[config.mk]
export PLATFORM = sky130hd
export DESIGN_NAME = param_shift_unit
export DESIGN_NICKNAME = d
export VERILOG_FILES = /design/src/rtl/param_shift_unit.sv
export SDC_FILE = /design/constraint.sdc
export NUM_CORES = 1
export LEC_CHECK = 0
export CORE_MARGIN = 4
export CORE_UTILIZATION = 44
export CTS_CLUSTER_DIAMETER = 80
export DETAILED_ROUTE_END_ITERATION = 16
export PLACE_DENSITY = 0.77
export SLEW_MARGIN = 20
export SYNTH_ARGS = -nofsm -noshare
export SYNTH_HDL_FRONTEND = slang
export SYNTH_SLANG_ARGS = --single-unit
export TNS_END_PERCENT = 20
[constraint.sdc]
create_clock -name clk -period 2.1 [get_ports clk]
set_clock_uncertainty 0.05 [all_clocks]
set_input_delay 0.315 -clock clk [delete_from_list [all_inputs] [get_ports clk]]
set_output_delay 0.315 -clock clk [all_outputs]
set_load 0.005 [all_outputs]
[src/rtl/param_shift_unit.sv]
// Multi-cycle barrel shifter: moves the operand up to STEP positions per clock
// in logical, arithmetic or rotate mode, then pulses done for one cycle.
module param_shift_unit #(
    parameter int unsigned WIDTH = 32,
    parameter int unsigned STEP  = 1,
    localparam int unsigned SW   = $clog2(WIDTH) + 1
) (
    input  logic             clk,
    input  logic             clr,
    input  logic             start,
    input  logic             en,
    input  logic             dir,
    input  logic [1:0]       mode,
    input  logic [WIDTH-1:0] in,
    input  logic [SW-1:0]    shift,
    output logic [WIDTH-1:0] q,
    output logic             busy,
    output logic             done
);

    typedef enum logic [1:0] {StIdle, StShift, StDone} state_e;

    localparam logic [SW-1:0] StepAmt = SW'(STEP);

    state_e             state_q, state_d;
    logic [WIDTH-1:0]   val_q, val_d;
    logic [SW-1:0]      rem_q, rem_d;
    logic               dir_q, dir_d;
    logic [1:0]         mode_q, mode_d;

    logic [SW-1:0]      step_k;
    logic [SW-1:0]      rem_next;
    logic [WIDTH-1:0]   fill;
    logic [WIDTH-1:0]   shifted;
    logic [2*WIDTH-1:0] wide;

    // The fill word supplies the vacated bits: a copy of the value for rotate,
    // the sign for arithmetic right, zeros otherwise (incl. mode 11).
    always_comb begin
        step_k   = (rem_q > StepAmt) ? StepAmt : rem_q;
        rem_next = rem_q - step_k;
        if (mode_q == 2'b10) begin
            fill = val_q;
        end else if (mode_q == 2'b01 && dir_q) begin
            fill = {WIDTH{val_q[WIDTH-1]}};
        end else begin
            fill = '0;
        end
        if (dir_q) begin
            wide    = {fill, val_q} >> step_k;
            shifted = wide[WIDTH-1:0];
        end else begin
            wide    = {val_q, fill} << step_k;
            shifted = wide[2*WIDTH-1:WIDTH];
        end
    end

    always_comb begin
        state_d = state_q;
        val_d   = val_q;
        rem_d   = rem_q;
        dir_d   = dir_q;
        mode_d  = mode_q;
        unique case (state_q)
            StIdle: begin
                if (start) begin
                    val_d   = in;
                    rem_d   = shift;
                    dir_d   = dir;
                    mode_d  = mode;
                    state_d = (shift != '0) ? StShift : StDone;
                end
            end
            StShift: begin
                if (en) begin
                    val_d = shifted;
                    rem_d = rem_next;
                    if (rem_next == '0) begin
                        state_d = StDone;
                    end
                end
            end
            StDone: begin
                state_d = StIdle;
            end
            default: begin
                state_d = StIdle;
            end
        endcase
    end

    always_ff @(posedge clk or posedge clr) begin
        if (clr) begin
            state_q <= StIdle;
            val_q   <= '0;
            rem_q   <= '0;
            dir_q   <= 1'b0;
            mode_q  <= 2'b00;
        end else begin
            state_q <= state_d;
            val_q   <= val_d;
            rem_q   <= rem_d;
            dir_q   <= dir_d;
            mode_q  <= mode_d;
        end
    end

    assign q    = val_q;
    assign busy = (state_q == StShift);
    assign done = (state_q == StDone);

endmodule

---- After elaboration in Yosys (flattened, before gate mapping) ----
Cells that the tools add are included.
word-level totals
  flip-flop bits (word level) ............. 43
  output and inout port bits .............. 34
  word-level logic and storage cells ...... 39
  bits of input ports ..................... 45
cells by class
  shifts and indexed selects .............. 2
  muxes and demuxes ....................... 15
  equal/unequal tests ..................... 7
  add/subtract/negate cells ............... 1
  reductions and logical operators ........ 8
  order comparisons ....................... 1
operator list
  operator                                                                          count
  32-bit 2-to-1 mux                                                                 5
  32-bit case mux with 2 select lines                                               1
  64-bit by 6-bit << shifter with 64-bit output                                     1
  64-bit by 6-bit right shift with 32-bit output                                    1
  6-bit 2-to-1 mux                                                                  3
  6-bit case mux with 2 select lines                                                1
  2-bit 2-to-1 mux                                                                  4
  6-bit by 1-bit greater-than comparator with 1-bit output (second input constant)  1
  6-bit logical NOT                                                                 1
  3-bit AND reduction                                                               2
  6-bit nonzero test                                                                1
  6-bit subtractor                                                                  1
  2-bit by 1-bit equality test with 1-bit output (second input constant)            2
  2-bit equality test (second input constant)                                       2
  2-bit inequality test (second input constant)                                     2
  2-bit case mux with 2 select lines                                                1
  2-bit logical NOT                                                                 1
  2-bit by 1-bit inequality test with 1-bit output (second input constant)          1
  2-bit AND reduction                                                               1
  2-bit nonzero test                                                                1
  1-bit logical AND                                                                 1

---- Depth between registers and ports, before layout ----
Gate-level depths: netlist of the first run.
  word-level depth ........................ 8
  gate-level depth with buffers ........... 8
  gate-level depth less buffers ........... 7

---- Worst setup path after synthesis of the first run ----
No wires, ideal clock.
  path type ............................... reg-to-reg
  start ................................... register rem_q[2]
  end ..................................... register val_q[17] (netlist: q[17])
  required time ........................... 1.922 ns
  period minus slack after synthesis ...... 2.074 ns
  stages on the path, launching flop included .. 8
  arrival ................................. 1.896 ns
  slack ................................... 0.026 ns
  path buffers ............................ 3
  cell sequence ........................... dfrtp_1 -> buf_6 -> or4_4 -> or3_1 -> buf_6 -> o21ai_4 -> buf_6 -> a221oi_2
on the way
  word-level cells in the longest chain between the ends .. 6
  elaborated cells between the ends (all ways) .. 7
  classes of those cells .................. order compare: 1; shift: 2; mux: 4
ends and longest elaborated chain
  element                                                                                                                 line    text
  start, declared                                                                                                         27      logic [SW-1:0] rem_q, rem_d;
  start signal, assigned                                                                                                  102     rem_q <= rem_d;
  6-bit by 1-bit greater-than comparator with 1-bit output                                                                40      step_k = (rem_q > StepAmt) ? StepAmt : rem_q;
  6-bit 2-to-1 mux (*)                                                                                                    40
  64-bit by 6-bit << shifter with 64-bit output / 64-bit by 6-bit right shift with 32-bit output (equally long branches)  53, 50
  32-bit 2-to-1 mux (*)                                                                                                   49      if (dir_q) begin
  32-bit 2-to-1 mux (*)                                                                                                   75      if (en) begin
  32-bit case mux with 2 select lines (*)                                                                                 64      unique case (state_q)
  end signal, assigned                                                                                                    101     val_q <= val_d;
  end, declared                                                                                                           26      logic [WIDTH-1:0] val_q, val_d;
Every way passes the cells marked *; elsewhere a longest branch is shown, timed or not. The select of a mux whose other input is x is not followed.
A chain may end at the register's enable or synchronous reset.

---- Worst setup path in the final report of the first run ----
  start ................................... register state_q[1]
  end ..................................... output busy
on the way
  word-level cells in the longest chain between the ends .. 1
ends and longest elaborated chain
  element                                         line  text
  start, declared                                 25    state_e state_q, state_d;
  start signal, assigned                          94    state_q <= StIdle;
  start signal, assigned                          100   state_q <= state_d;
  2-bit by 1-bit equality test with 1-bit output  109   assign busy = (state_q == StShift);
  end, declared                                   17    output logic busy,
Every way passes these cells.

==> results of run 1 <==
power by group through the flow:
stage          clock [mW]  combinational (mW)  sequential (mW)
2_1_floorplan           0                1.01             1.49
3_3_place_gp            0                1.88             1.55
3_5_place_dp            0                1.93             1.56
4_1_cts             0.686                1.94             1.55
5_1_grt             0.723                2.14             1.61
6_report            0.677                1.95             1.56
Yosys cell counts (all sizes together) (2+ instances only):
cell type | instances | area (um2)
nand2b | 5 | 31.3
buf | 9 | 70.1
a22o | 16 | 140
inv | 15 | 56.3
nor4 | 2 | 12.5
mux2i | 30 | 300
nor3 | 3 | 20.0
nor2 | 35 | 131
a21oi | 21 | 109
clkbuf | 16 | 60.1
dfrtp | 43 | 1080
a31o | 2 | 17.5
o22ai | 4 | 25.0
nand3 | 4 | 20.0
mux2 | 5 | 56.3
nand2 | 23 | 86.3
a221oi | 12 | 168
o21ai | 39 | 206
a31oi | 2 | 12.5
a2bb2oi | 4 | 35.0
nor2b | 2 | 12.5
a21o | 3 | 22.5
nand3b | 3 | 22.5
routing by layer:
layer | routed length [um] | vias up
li1 | - | 1293
met1 | 3430 | 1334
met2 | 4040 | 88
met3 | 476 | 16
met4 | 153 | 0
met5 | 0 | -
layout by cell type (no fill, tap or decap), types with 2 or more instances in the layout:
| cell type | instances |
|---|---|
| sky130_fd_sc_hd__clkdlybuf4s50_1 | 78 |
| sky130_fd_sc_hd__clkbuf_8 | 5 |
| sky130_fd_sc_hd__a31oi_1 | 2 |
| sky130_fd_sc_hd__nand2_1 | 23 |
| sky130_fd_sc_hd__nand2b_1 | 5 |
| sky130_fd_sc_hd__mux2i_1 | 30 |
| sky130_fd_sc_hd__a221oi_2 | 10 |
| sky130_fd_sc_hd__nand3b_1 | 3 |
| sky130_fd_sc_hd__o21ai_1 | 9 |
| sky130_fd_sc_hd__a21o_1 | 3 |
| sky130_fd_sc_hd__buf_12 | 3 |
| sky130_fd_sc_hd__nor2b_1 | 2 |
| sky130_fd_sc_hd__a31o_2 | 2 |
| sky130_fd_sc_hd__o22ai_1 | 4 |
| sky130_fd_sc_hd__dfrtp_1 | 43 |
| sky130_fd_sc_hd__buf_4 | 19 |
| sky130_fd_sc_hd__a22o_1 | 16 |
| sky130_fd_sc_hd__nor2_1 | 34 |
| sky130_fd_sc_hd__inv_1 | 14 |
| sky130_fd_sc_hd__o21ai_0 | 29 |
| sky130_fd_sc_hd__a21oi_1 | 20 |
| sky130_fd_sc_hd__nor3_2 | 2 |
| sky130_fd_sc_hd__nand3_1 | 4 |
| sky130_fd_sc_hd__a221oi_1 | 2 |
| sky130_fd_sc_hd__mux2_2 | 5 |
| sky130_fd_sc_hd__a2bb2oi_1 | 4 |
layout make-up:
type	count	area [um2]	share of cell area
timing repair buffer	101	995	0.255
sequential	43	1080	0.276
multi-input combinational	228	1570	0.402
clock buffer	5	68.8	0.0176
clock inverter	3	43.8	0.0112
tap	75	93.8	0.0240
inverter	15	56.3	0.0144
kinds of logic (layout without fill, tap and decap cells):
family	count (synthesis)	count (layout)
fa+ha+maj	1	1
flops	43	43
compound gates	109	109
xor+xnor	1	1
simple gates	82	82
mux	35	35
buf+inv	40	124
through the flow:
step,cells,setup TNS (ps),utilization,hold slack [ps]
finish,470,0,0.644,411
global placement,462,-2080,0.621,471
detailed placement,462,-2510,0.621,497
floorplan,311,0,-,398
CTS,470,0,0.640,430
global route,470,-22.9,0.644,480
critical path, cell delays in order, from the launching register on:
cell and delay (ps):
sky130_fd_sc_hd__dfrtp_1 390, sky130_fd_sc_hd__nand2b_1 170, sky130_fd_sc_hd__inv_1 110, sky130_fd_sc_hd__buf_6 180, sky130_fd_sc_hd__clkdlybuf4s50_1 520
flip-flops by register name, summed over array words and instances (netlist names):
signal / cells
q: 32
rem_q: 6
mode_q: 2
state_q: 2
dir_q: 1
path summary, 6_finish.rpt:
| path | startpoint | to | slack (ps) | cells after the start |
|---|---|---|---|---|
| worst max-delay path | state_q[1] | busy | 60 | 4 |
| worst min-delay path | clr | q[5] | 410 | 3 |
| worst max register to register | rem_q[2] | q[11] | 80 | 5 |
| worst min register to register | mode_q[0] | mode_q[0] | 520 | 1 |
| max in group asynchronous | clr | q[7] | 1190 | 3 |
| min in group clk | mode_q[0] | mode_q[0] | 520 | 1 |
==> qor_table.md, run 1 <==
| Group | Item | Reported |
|---|---|---|
| synthesis | Xor/xnor cell area share of the yosys netlist | 0.00312 |
| global routing | Final global-route overflow total | 0 |
| setup path | Type of the worst setup path | flop to primary output |
| route | # DRC | 0 |
| status | Run status | completed |
| synthesis | Post-synthesis register bit count | 43 |
| power | Power dissipated by switching net loads | 1.48 mW |
| min path | Hold Crit Class | input port to asynchronous set/reset pin |
| floorplanning | Core Rows | 28 |
| clocking | Clock root buffer | sky130_fd_sc_hd__clkbuf_8 |
| clocking | Post-CTS Setup Repair Bufs | 0 |
| power | Part of the total power dissipated in sequential elements | 0.372 |
| clocking | H-tree depth | 2 |
| sta | Maximum clock rate | 491 MHz |
| floorplanning | Starting density of the core | 0.463 |
| clocking | Cts-stage hold buffer count | 0 |
| power | Share of total power in combinational logic | 0.466 |
| synthesis | Post-Synth Adder-Cell Area | 0.00446 |
| clocking | Total CTS buffers | 5 |
| route | Number of optimization iterations in the first detailed-route pass | 4 |
| synthesis | Combinational family with the most area after synthesis | compound AO/OA/AOI/OAI gates |
| layout | Area delta synth->final | 39.1% |
| floorplanning | DIE AREA | 7720 um2 |
| power | Clock network fraction of design power | 0.162 |
| power | Power per standard cell area | 1070 nW/um2 |
| clocking | CTS tree | yes |
| global routing | Number of global-route vias before repair | 2628 |
| sta | PnR worst setup slack | 62.6 ps |
| route | Via count | 2731 |
| global routing | Antenna violations before repair | 0 |
| synthesis | Register area share after synthesis | 0.383 |
| sta | Period utilization | 0.970 |
| power | IR drop worst, VDD | 551 uV |
| synthesis | Number of nets produced by synthesis | 357 |
| clocking | Clock-pin slew reported for the worst setup and hold paths after clock tree synthesis | 90 ps |
| synthesis | Post-synthesis mux area share | 0.127 |
| route | Total wire length after detailed routing | 8.10 mm |
| sta | Final min period | 2040 ps |
| global routing | Global route hottest layer | met2 |
| power | Total power | 4.18 mW |
| floorplanning | Die Span Y | 87.9 um |
| layout | Antenna cell count | 0 |
| global routing | Met3 global-route usage | 0.0405 |
| setup path | Kind of end point of the critical path | primary output |
| clocking | Number of gates resized after cts | 1 |
| sta | Pin slew with the least headroom to its limit | 590 ps |
| clocking | Worst-Skew Late Latency | 310 ps |
| synthesis | Count of synthesis-stage warnings from yosys | 0 |
| sta | Unrepaired setup endpoints after global routing | true |
| placement | DP Worst Slack | -342 ps |
| power | Switching share of total power | 0.354 |
| clocking | Clock buffer depth | 2 |
| route | Via density per instance | 5.81 |
| layout | Total number of nets in the final design | 440 |
| sta | Worst max-slew margin expressed relative to the limit | 0.607 |
| setup path | Crit path arrival time | 1670 ps |
| synthesis | Number of enable flip-flop cells after synthesis | 0 |
| global routing | Global-route usage over all layers | 0.213 |
| setup path | Sort of element at the start of the critical path | flop |
| flow run | Max-cap violations | 0 |
| global routing | Met1 Track Usage GR | 0.285 |
| floorplanning | Core ar. | 6060 um2 |
| clocking | Total clock sinks | 43 |
| synthesis | Simple logic cell fraction of the synthesized area | 0.133 |
| placement | HPWL after detailed placement | 5.68 mm |
| global routing | Pin count of the biggest net entering global routing | 44 |
| synthesis | Share of the synthesized area in compound gates (AO/OA/AOI/OAI) | 0.283 |
| route | Wire length per cell | 17.2 um |
| setup path | Maximum net fanout on the critical path | 16 |
| power | Int Power | 2.70 mW |
| sta | Hold Vio Cnt, Final | 0 |
| layout | Cell area after layout | 3910 um2 |
| layout | Layout fillers | 510 |
| synthesis | Dominant synthesized flop cell | sky130_fd_sc_hd__dfrtp_1 |
| setup path | Required time reported for the critical path endpoint | 1740 ps |
| route | Drt initial violations | 143 |
| sta | Final Setup Violations | 0 |
| global routing | Global-route wire length before repair | 13.0 mm |
| sta | Final number of max-transition violations | 0 |
| placement | RD Place Congestion | 0.824 |
| synthesis | Count of cell types in the netlist | 44 |
| synthesis | Synth async-reset ratio | 1.00 |
| synthesis | Summed instance area of the synthesized netlist | 2810 um2 |
| placement | Standard cell area after detailed placement | 3760 um2 |
| global routing | Met2 demand-to-capacity share in global routing | 0.347 |
| power | Static leakage power | 1.63 nW |
| synthesis | Syn Area/Cell | 9.03 um2 |
| synthesis | Count of mapped cells out of synthesis | 311 |
| floorplanning | Boundary pin count | 79 |
| route | ANT nets after route | 0 |
| layout | Fraction of layout instances using a drive strength above 1 | 0.152 |
| floorplanning | Die width | 87.9 um |
| placement | Buffers added on ports | 78 |
(Power assumes the default switching activity.)
==> run 2: changes to the inputs <==
--- a/config.mk
+++ b/config.mk
@@ -5,11 +5,13 @@
 export SDC_FILE = /design/constraint.sdc
 export NUM_CORES = 1
 export LEC_CHECK = 0
+export CELL_PAD_IN_SITES_DETAIL_PLACEMENT = 1
+export CELL_PAD_IN_SITES_GLOBAL_PLACEMENT = 1
 export CORE_MARGIN = 4
-export CORE_UTILIZATION = 44
+export CORE_UTILIZATION = 32
 export CTS_CLUSTER_DIAMETER = 80
 export DETAILED_ROUTE_END_ITERATION = 16
-export PLACE_DENSITY = 0.77
+export PLACE_DENSITY_LB_ADDON = 0.3
 export SLEW_MARGIN = 20
 export SYNTH_ARGS = -nofsm -noshare
 export SYNTH_HDL_FRONTEND = slang
==> run 2 against run 1 <==
  * Worst setup slack gained 20 ps
  * Core utilization shrank 17 points
  * Fmax grew 0.98%
  * First-iteration DRC count shrank 34%
  * Worst hold slack lost 110 ps
  * Wire length grew 16%
  * Die area grew 34%
  * Clock-buffer cell count grew 2
  * Register-to-register slack is essentially flat
  * Global-route usage shrank 2.4 points
  * Design area grew 0.90%
  * Via count grew 1.5%
  * Critical path type unchanged
  * Critical endpoint unchanged
==> qor_table.md, run 2 (synthesis results as in run 1) <==
| Group | Item | Reported |
|---|---|---|
| floorplanning | Die width | 102 um |
| floorplanning | Core Rows | 33 |
| global routing | Pin count of the biggest net entering global routing | 44 |
| route | Number of optimization iterations in the first detailed-route pass | 4 |
| layout | Most common cell after layout, fill and taps aside | sky130_fd_sc_hd__clkdlybuf4s50_1 |
| sta | Worst max-slew margin expressed relative to the limit | 0.499 |
| clocking | CTS tree | yes |
| sta | Final Setup Violations | 0 |
| setup path | Sort of element at the start of the critical path | flop |
| floorplanning | DIE AREA | 10300 um2 |
| sta | Pin slew with the least headroom to its limit | 750 ps |
| clocking | Post-CTS Setup Repair Bufs | 0 |
| clocking | Clock buffer depth | 2 |
| sta | Period utilization | 0.961 |
| global routing | Antenna violations before repair | 0 |
| layout | Most frequent cells in the layout | sky130_fd_sc_hd__clkdlybuf4s50_1, sky130_fd_sc_hd__dfrtp_1, sky130_fd_sc_hd__nor2_1, sky130_fd_sc_hd__mux2i_1, sky130_fd_sc_hd__o21ai_0 |
| route | ANT nets after route | 0 |
| placement | HPWL after detailed placement | 6.84 mm |
| sta | Unrepaired setup endpoints after global routing | true |
| floorplanning | Boundary pin count | 79 |
| sta | Maximum clock rate | 496 MHz |
| layout | Fraction of layout instances using a drive strength above 1 | 0.163 |
| setup path | Required time reported for the critical path endpoint | 1740 ps |
| placement | Standard cell area after detailed placement | 3820 um2 |
| layout | Cell area after layout | 3940 um2 |
| setup path | Kind of end point of the critical path | primary output |
| layout | Total number of nets in the final design | 444 |
| power | Static leakage power | 1.63 nW |
| route | Total wire length after detailed routing | 9.36 mm |
| route | Highest layer used for signal routing | met4 |
| route | Met1 layer wirelength in the final routing | 4.10 mm |
| route | Met2 Routed Length | 4.71 mm |
| floorplanning | Core ar. | 8380 um2 |
| setup path | Maximum net fanout on the critical path | 16 |
| layout | Post-route non-filler standard cell count | 504 |
| sta | Final number of max-transition violations | 0 |
| status | Run status | completed |
| sta | Smallest hold slack | 305 ps |
| route | Wire length per cell | 18.6 um |
| layout | Layout fillers | 989 |
| clocking | Cts-stage hold buffer count | 0 |
| clocking | Total clock sinks | 43 |
| sta | Final min period | 2020 ps |
| floorplanning | Starting density of the core | 0.335 |
| sta | Hold Vio Cnt, Final | 0 |
| power | Power per standard cell area | 1040 nW/um2 |
| flow run | Max-cap violations | 0 |
| clocking | H-tree depth | 2 |
| global routing | Number of global-route vias before repair | 2995 |
| setup path | Type of the worst setup path | flop to primary output |
| clocking | Clock root buffer | sky130_fd_sc_hd__clkbuf_8 |
| route | Via density per instance | 5.50 |
| power | IR drop worst, VDD | 407 uV |
| placement | Placed Cells | 496 |
| setup path | Crit path arrival time | 1650 ps |
| route | Routed length on met3 | 389 um |
| global routing | Global-route wire length before repair | 15.4 mm |
| route | # DRC | 0 |
| placement | Buffers added on ports | 78 |
| global routing | Final global-route overflow total | 0 |
| layout | Antenna cell count | 0 |
| route | Drt initial violations | 95 |
| layout | Area delta synth->final | 40.3% |
| layout | Number of flip-flops under the largest register name | 32 |
| clocking | Worst-Skew Late Latency | 300 ps |
| min path | Hold Crit Class | input port to asynchronous set/reset pin |
| global routing | Global-route usage over all layers | 0.188 |
| clocking | Clock-pin slew reported for the worst setup and hold paths after clock tree synthesis | 90 ps |
| sta | Setup Total Neg Slack | 0 ps |
| floorplanning | Die Span Y | 102 um |
| placement | RD Place Congestion | 0.759 |
| route | Via count | 2772 |
| clocking | Total CTS buffers | 5 |
| layout | Utilization after layout | 0.470 |
[run 2: cell types whose count changed in the layout (fill, tap and decap cells not counted), sizes merged]
cell and change:
buf +4, clkbuf +2, bufinv -1, clkinv -1
[run 2: critical path: stages, from the launching register on]
cell                              delay, ps
sky130_fd_sc_hd__dfrtp_1                410
sky130_fd_sc_hd__nand2b_1               180
sky130_fd_sc_hd__inv_2                   90
sky130_fd_sc_hd__buf_8                  150
sky130_fd_sc_hd__clkdlybuf4s50_1        510
[run 2: path summary, 6_finish.rpt]
path,startpoint,end,slack [ps],depth (start not counted)
worst min register to register,mode_q[0],mode_q[0],510,1
worst max register to register,rem_q[3],q[14],90,5
worst max-delay path,state_q[1],busy,80,4
min in group clk,mode_q[0],mode_q[0],510,1
max in group asynchronous,clr,dir_q,1470,3
worst min-delay path,clr,q[6],310,3
[run 2: per-stage QoR]
stage / setup WS (ps) / power (mW)
2_1_floorplan: 26.1 / 2.50
3_3_place_gp: -350 / 3.47
3_5_place_dp: -49.2 / 3.55
4_1_cts: 8.44 / 4.09
5_1_grt: -4.52 / 4.40
6_report: 82.3 / 4.08
[run 2: cell type report]
| cell class | instances | area, um2 | share of cell area |
|---|---|---|---|
| Clock buffer | 7 | 76.3 | 0.0194 |
| Clock inverter | 1 | 5.00 | 0.00127 |
| Inverter | 15 | 56.3 | 0.0143 |
| Multi-Input combinational cell | 228 | 1580 | 0.400 |
| Sequential cell | 43 | 1080 | 0.273 |
| Tap cell | 105 | 131 | 0.0333 |
| Timing Repair Buffer | 105 | 1020 | 0.258 |
[run 2: repair_timing]
item / in CTS / in global routing
resized for setup: 1 / 12
hold endpoints to repair: 0 / 0
endpoints found under the setup margin: 1 / 10
pin swaps: 0 / 0
[run 2: routing by layer]
layer | vias up | GRT usage
met5 | - | 0
met4 | 0 | 0.0573
met3 | 14 | 0.0317
met2 | 69 | 0.331
met1 | 1388 | 0.236
li1 | 1301 | -
[run 2: power by group]
part | internal (mW) | switching (mW)
combinational | 1.20 | 0.732
sequential | 1.16 | 0.461
clock | 0.234 | 0.300
total | 2.59 | 1.49
==> run 3: changes to the inputs <==
--- a/config.mk
+++ b/config.mk
@@ -5,10 +5,8 @@
 export SDC_FILE = /design/constraint.sdc
 export NUM_CORES = 1
 export LEC_CHECK = 0
-export CELL_PAD_IN_SITES_DETAIL_PLACEMENT = 1
-export CELL_PAD_IN_SITES_GLOBAL_PLACEMENT = 1
 export CORE_MARGIN = 4
-export CORE_UTILIZATION = 32
+export CORE_UTILIZATION = 44
 export CTS_CLUSTER_DIAMETER = 80
 export DETAILED_ROUTE_END_ITERATION = 16
 export PLACE_DENSITY_LB_ADDON = 0.3
==> constraint.sdc (replaced) <==
create_clock -name clk -period 2.1 [get_ports clk]
set_clock_uncertainty 0.05 [all_clocks]
set_input_delay 0.42 -clock clk [delete_from_list [all_inputs] [get_ports clk]]
set_output_delay 0.42 -clock clk [all_outputs]
set_load 0.005 [all_outputs]
==> run 3 against run 2 <==
  * Worst hold slack improved by 110 ps
  * Via count decreased by 2.7%
  * Largest power group unchanged
  * Clock-buffer cell count down 1
  * Die area down 25%
  * Combinational power about the same
  * Total power down 0.80%
  * Non-clock buffer count is the same
==> qor_table.md, run 3 (synthesis results as in run 1) <==
| Group | Item | Reported |
|---|---|---|
| layout | Area delta synth->final | 39.1% |
| sta | PnR worst setup slack | 52.3 ps |
| sta | Period utilization | 0.975 |
| placement | HPWL after detailed placement | 5.93 mm |
| global routing | Met1 Track Usage GR | 0.281 |
| sta | Final min period | 2050 ps |
| route | Drt initial violations | 136 |
| clocking | Clock root buffer | sky130_fd_sc_hd__clkbuf_8 |
| setup path | CP Buf/Inv Count | 2 |
| min path | Hold Crit Class | input port to asynchronous set/reset pin |
| layout | Utilization after layout | 0.645 |
| layout | Cell area after layout | 3910 um2 |
| global routing | Number of global-route vias before repair | 2741 |
| sta | Setup Total Neg Slack | 0 ps |
| status | Run status | completed |
| setup path | CP delay by family, top | buffers and inverters |
| setup path | Startpoint of the lowest-slack register-to-register path | rem_q[2] |
| clocking | Post-CTS Setup Repair Bufs | 0 |
| sta | Hold Vio Cnt, Final | 0 |
| clocking | Worst-Skew Late Latency | 300 ps |
| floorplanning | Starting density of the core | 0.463 |
| setup path | Kind of end point of the critical path | primary output |
| clocking | Total CTS buffers | 5 |
| sta | Maximum clock rate | 488 MHz |
| layout | Most frequent cells in the layout | sky130_fd_sc_hd__clkdlybuf4s50_1, sky130_fd_sc_hd__dfrtp_1, sky130_fd_sc_hd__nor2_1, sky130_fd_sc_hd__mux2i_1, sky130_fd_sc_hd__o21ai_0 |
| setup path | Reg2reg setup slack | 130 ps |
| power | Switching share of total power | 0.357 |
| sta | Pin slew with the least headroom to its limit | 707 ps |
| global routing | Antenna violations before repair | 0 |
| floorplanning | Die width | 87.9 um |
| placement | Standard cell area after detailed placement | 3800 um2 |
| floorplanning | Core Rows | 28 |
| global routing | Global route hottest layer | met2 |
| setup path | Maximum net fanout on the critical path | 25 |
| power | Share of total power in combinational logic | 0.474 |
| power | Power dissipated by switching net loads | 1.45 mW |
| route | Wire length per cell | 17.0 um |
| setup path | Type of the worst setup path | flop to primary output |
| layout | Fraction of layout instances using a drive strength above 1 | 0.151 |
| floorplanning | Die Span Y | 87.9 um |
| power | IR drop worst, VDD | 565 uV |
| layout | Total number of nets in the final design | 444 |
| setup path | Critical Path Slowest Stage Cell | sky130_fd_sc_hd__clkdlybuf4s50_1 |
| setup path | Critical path's largest stage delay | 510 ps |
| layout | Antenna cell count | 0 |
| setup path | Required time reported for the critical path endpoint | 1630 ps |
| placement | RD Place Congestion | 0.839 |
| route | Via density per instance | 5.70 |
| clocking | Total clock sinks | 43 |
| setup path | Crit-path cells | buf_6 > nor2b_1 > clkdlybuf4s50_1 |
| setup path | Length in cells of the worst reg-to-reg path | 5 |
| power | Power per standard cell area | 1040 nW/um2 |
| global routing | Met3 global-route usage | 0.0405 |
| power | Clock network fraction of design power | 0.136 |
| clocking | CTS tree | yes |
| flow run | Max-cap violations | 0 |
| global routing | Final global-route overflow total | 0 |
| sta | Worst max-slew margin expressed relative to the limit | 0.528 |
| power | Static leakage power | 1.64 nW |
| placement | DP Worst Slack | -421 ps |
| route | Via count | 2696 |
| route | ANT nets after route | 0 |
| setup path | Capture point of the worst reg-to-reg path | q[28] |
| clocking | Cts-stage hold buffer count | 0 |
| floorplanning | Core ar. | 6060 um2 |
| layout | Most common cell after layout, fill and taps aside | sky130_fd_sc_hd__clkdlybuf4s50_1 |
| power | Int Power | 2.60 mW |
| route | Total wire length after detailed routing | 8.03 mm |
| clocking | Clock buffer depth | 2 |
| clocking | H-tree depth | 2 |
| layout | Number of flip-flops under the largest register name | 32 |
| global routing | Met2 demand-to-capacity share in global routing | 0.362 |
| global routing | Global-route usage over all layers | 0.218 |
| setup path | Crit path arrival time | 1580 ps |
| power | Total power | 4.05 mW |
| power | Part of the total power dissipated in sequential elements | 0.391 |
| sta | Unrepaired setup endpoints after global routing | true |
| setup path | Sort of element at the start of the critical path | flop |
| placement | Buffers added on ports | 78 |
| floorplanning | DIE AREA | 7720 um2 |
| route | Number of optimization iterations in the first detailed-route pass | 5 |
| floorplanning | Boundary pin count | 79 |
| sta | Final Setup Violations | 0 |
| route | # DRC | 0 |
| sta | Final number of max-transition violations | 0 |
| layout | Layout fillers | 532 |
| global routing | Global-route wire length before repair | 13.2 mm |
| global routing | Pin count of the biggest net entering global routing | 44 |
| clocking | Clock-pin slew reported for the worst setup and hold paths after clock tree synthesis | 80 ps |
## run 3: cell types whose count changed in the layout (fill, tap and decap cells not counted), sizes merged
cell | before | now
clkdlybuf4s50 | 78 | 77
clkbuf | 7 | 6
dlygate4sd2 | 0 | 1
## run 3: power by group through the flow
stage               sequential [mW]  clock [mW]  combinational, mW
finish                         1.58       0.550               1.92
global route                   1.64       0.602               2.09
CTS                            1.57       0.565               1.93
detailed placement             1.59           0               1.93
global placement               1.57           0               1.85
floorplan                      1.49           0               1.01
## run 3: worst max path at each step
stage                           from    endpoint  slack [ps]  cells past startpoint
after CTS                 state_q[0]        done          40                      3
after global placement         start       q[27]        -400                      5
after global routing        rem_q[2]  state_q[1]         -20                      7
final                     state_q[0]        done          50                      3
after floorplan             rem_q[2]       q[17]          30                      7
after detailed placement       start       q[28]        -420                      5
## run 3: what timing repair did
item                       4_1_cts  5_1_grt
setup endpoints to repair        6        7
resized for setup                4        4
pin swaps                        0        0
## run 3: per-layer routing
| metal | up-vias | part of all wire |
|---|---|---|
| met4 | 0 | 0.022 |
| li1 | 1301 | - |
| met1 | 1288 | 0.43 |
| met3 | 17 | 0.054 |
| met5 | - | 0 |
| met2 | 90 | 0.49 |
## run 3: worst min-delay path, stage by stage
cell and delay, ps:
sky130_fd_sc_hd__clkdlybuf4s50_1 400, sky130_fd_sc_hd__clkinv_1 70, sky130_fd_sc_hd__buf_12 250
## run 3: final cells by class
cell class | instances | area (um2) | share of cell area
clock buffers | 6 | 82.6 | 0.0211
repair buffers | 105 | 1040 | 0.266
flip-flops and latches | 43 | 1080 | 0.275
multi-input cells | 228 | 1550 | 0.398
clock inverters | 1 | 5.00 | 0.00128
inverters | 15 | 56.3 | 0.0144
well taps | 75 | 93.8 | 0.0240
## run 3: metrics by stage
step / hold WS, ps / cells
6_report: 411 / 473
2_1_floorplan: 457 / 311
3_5_place_dp: 494 / 466
5_1_grt: 425 / 473
3_3_place_gp: 473 / 466
4_1_cts: 416 / 473
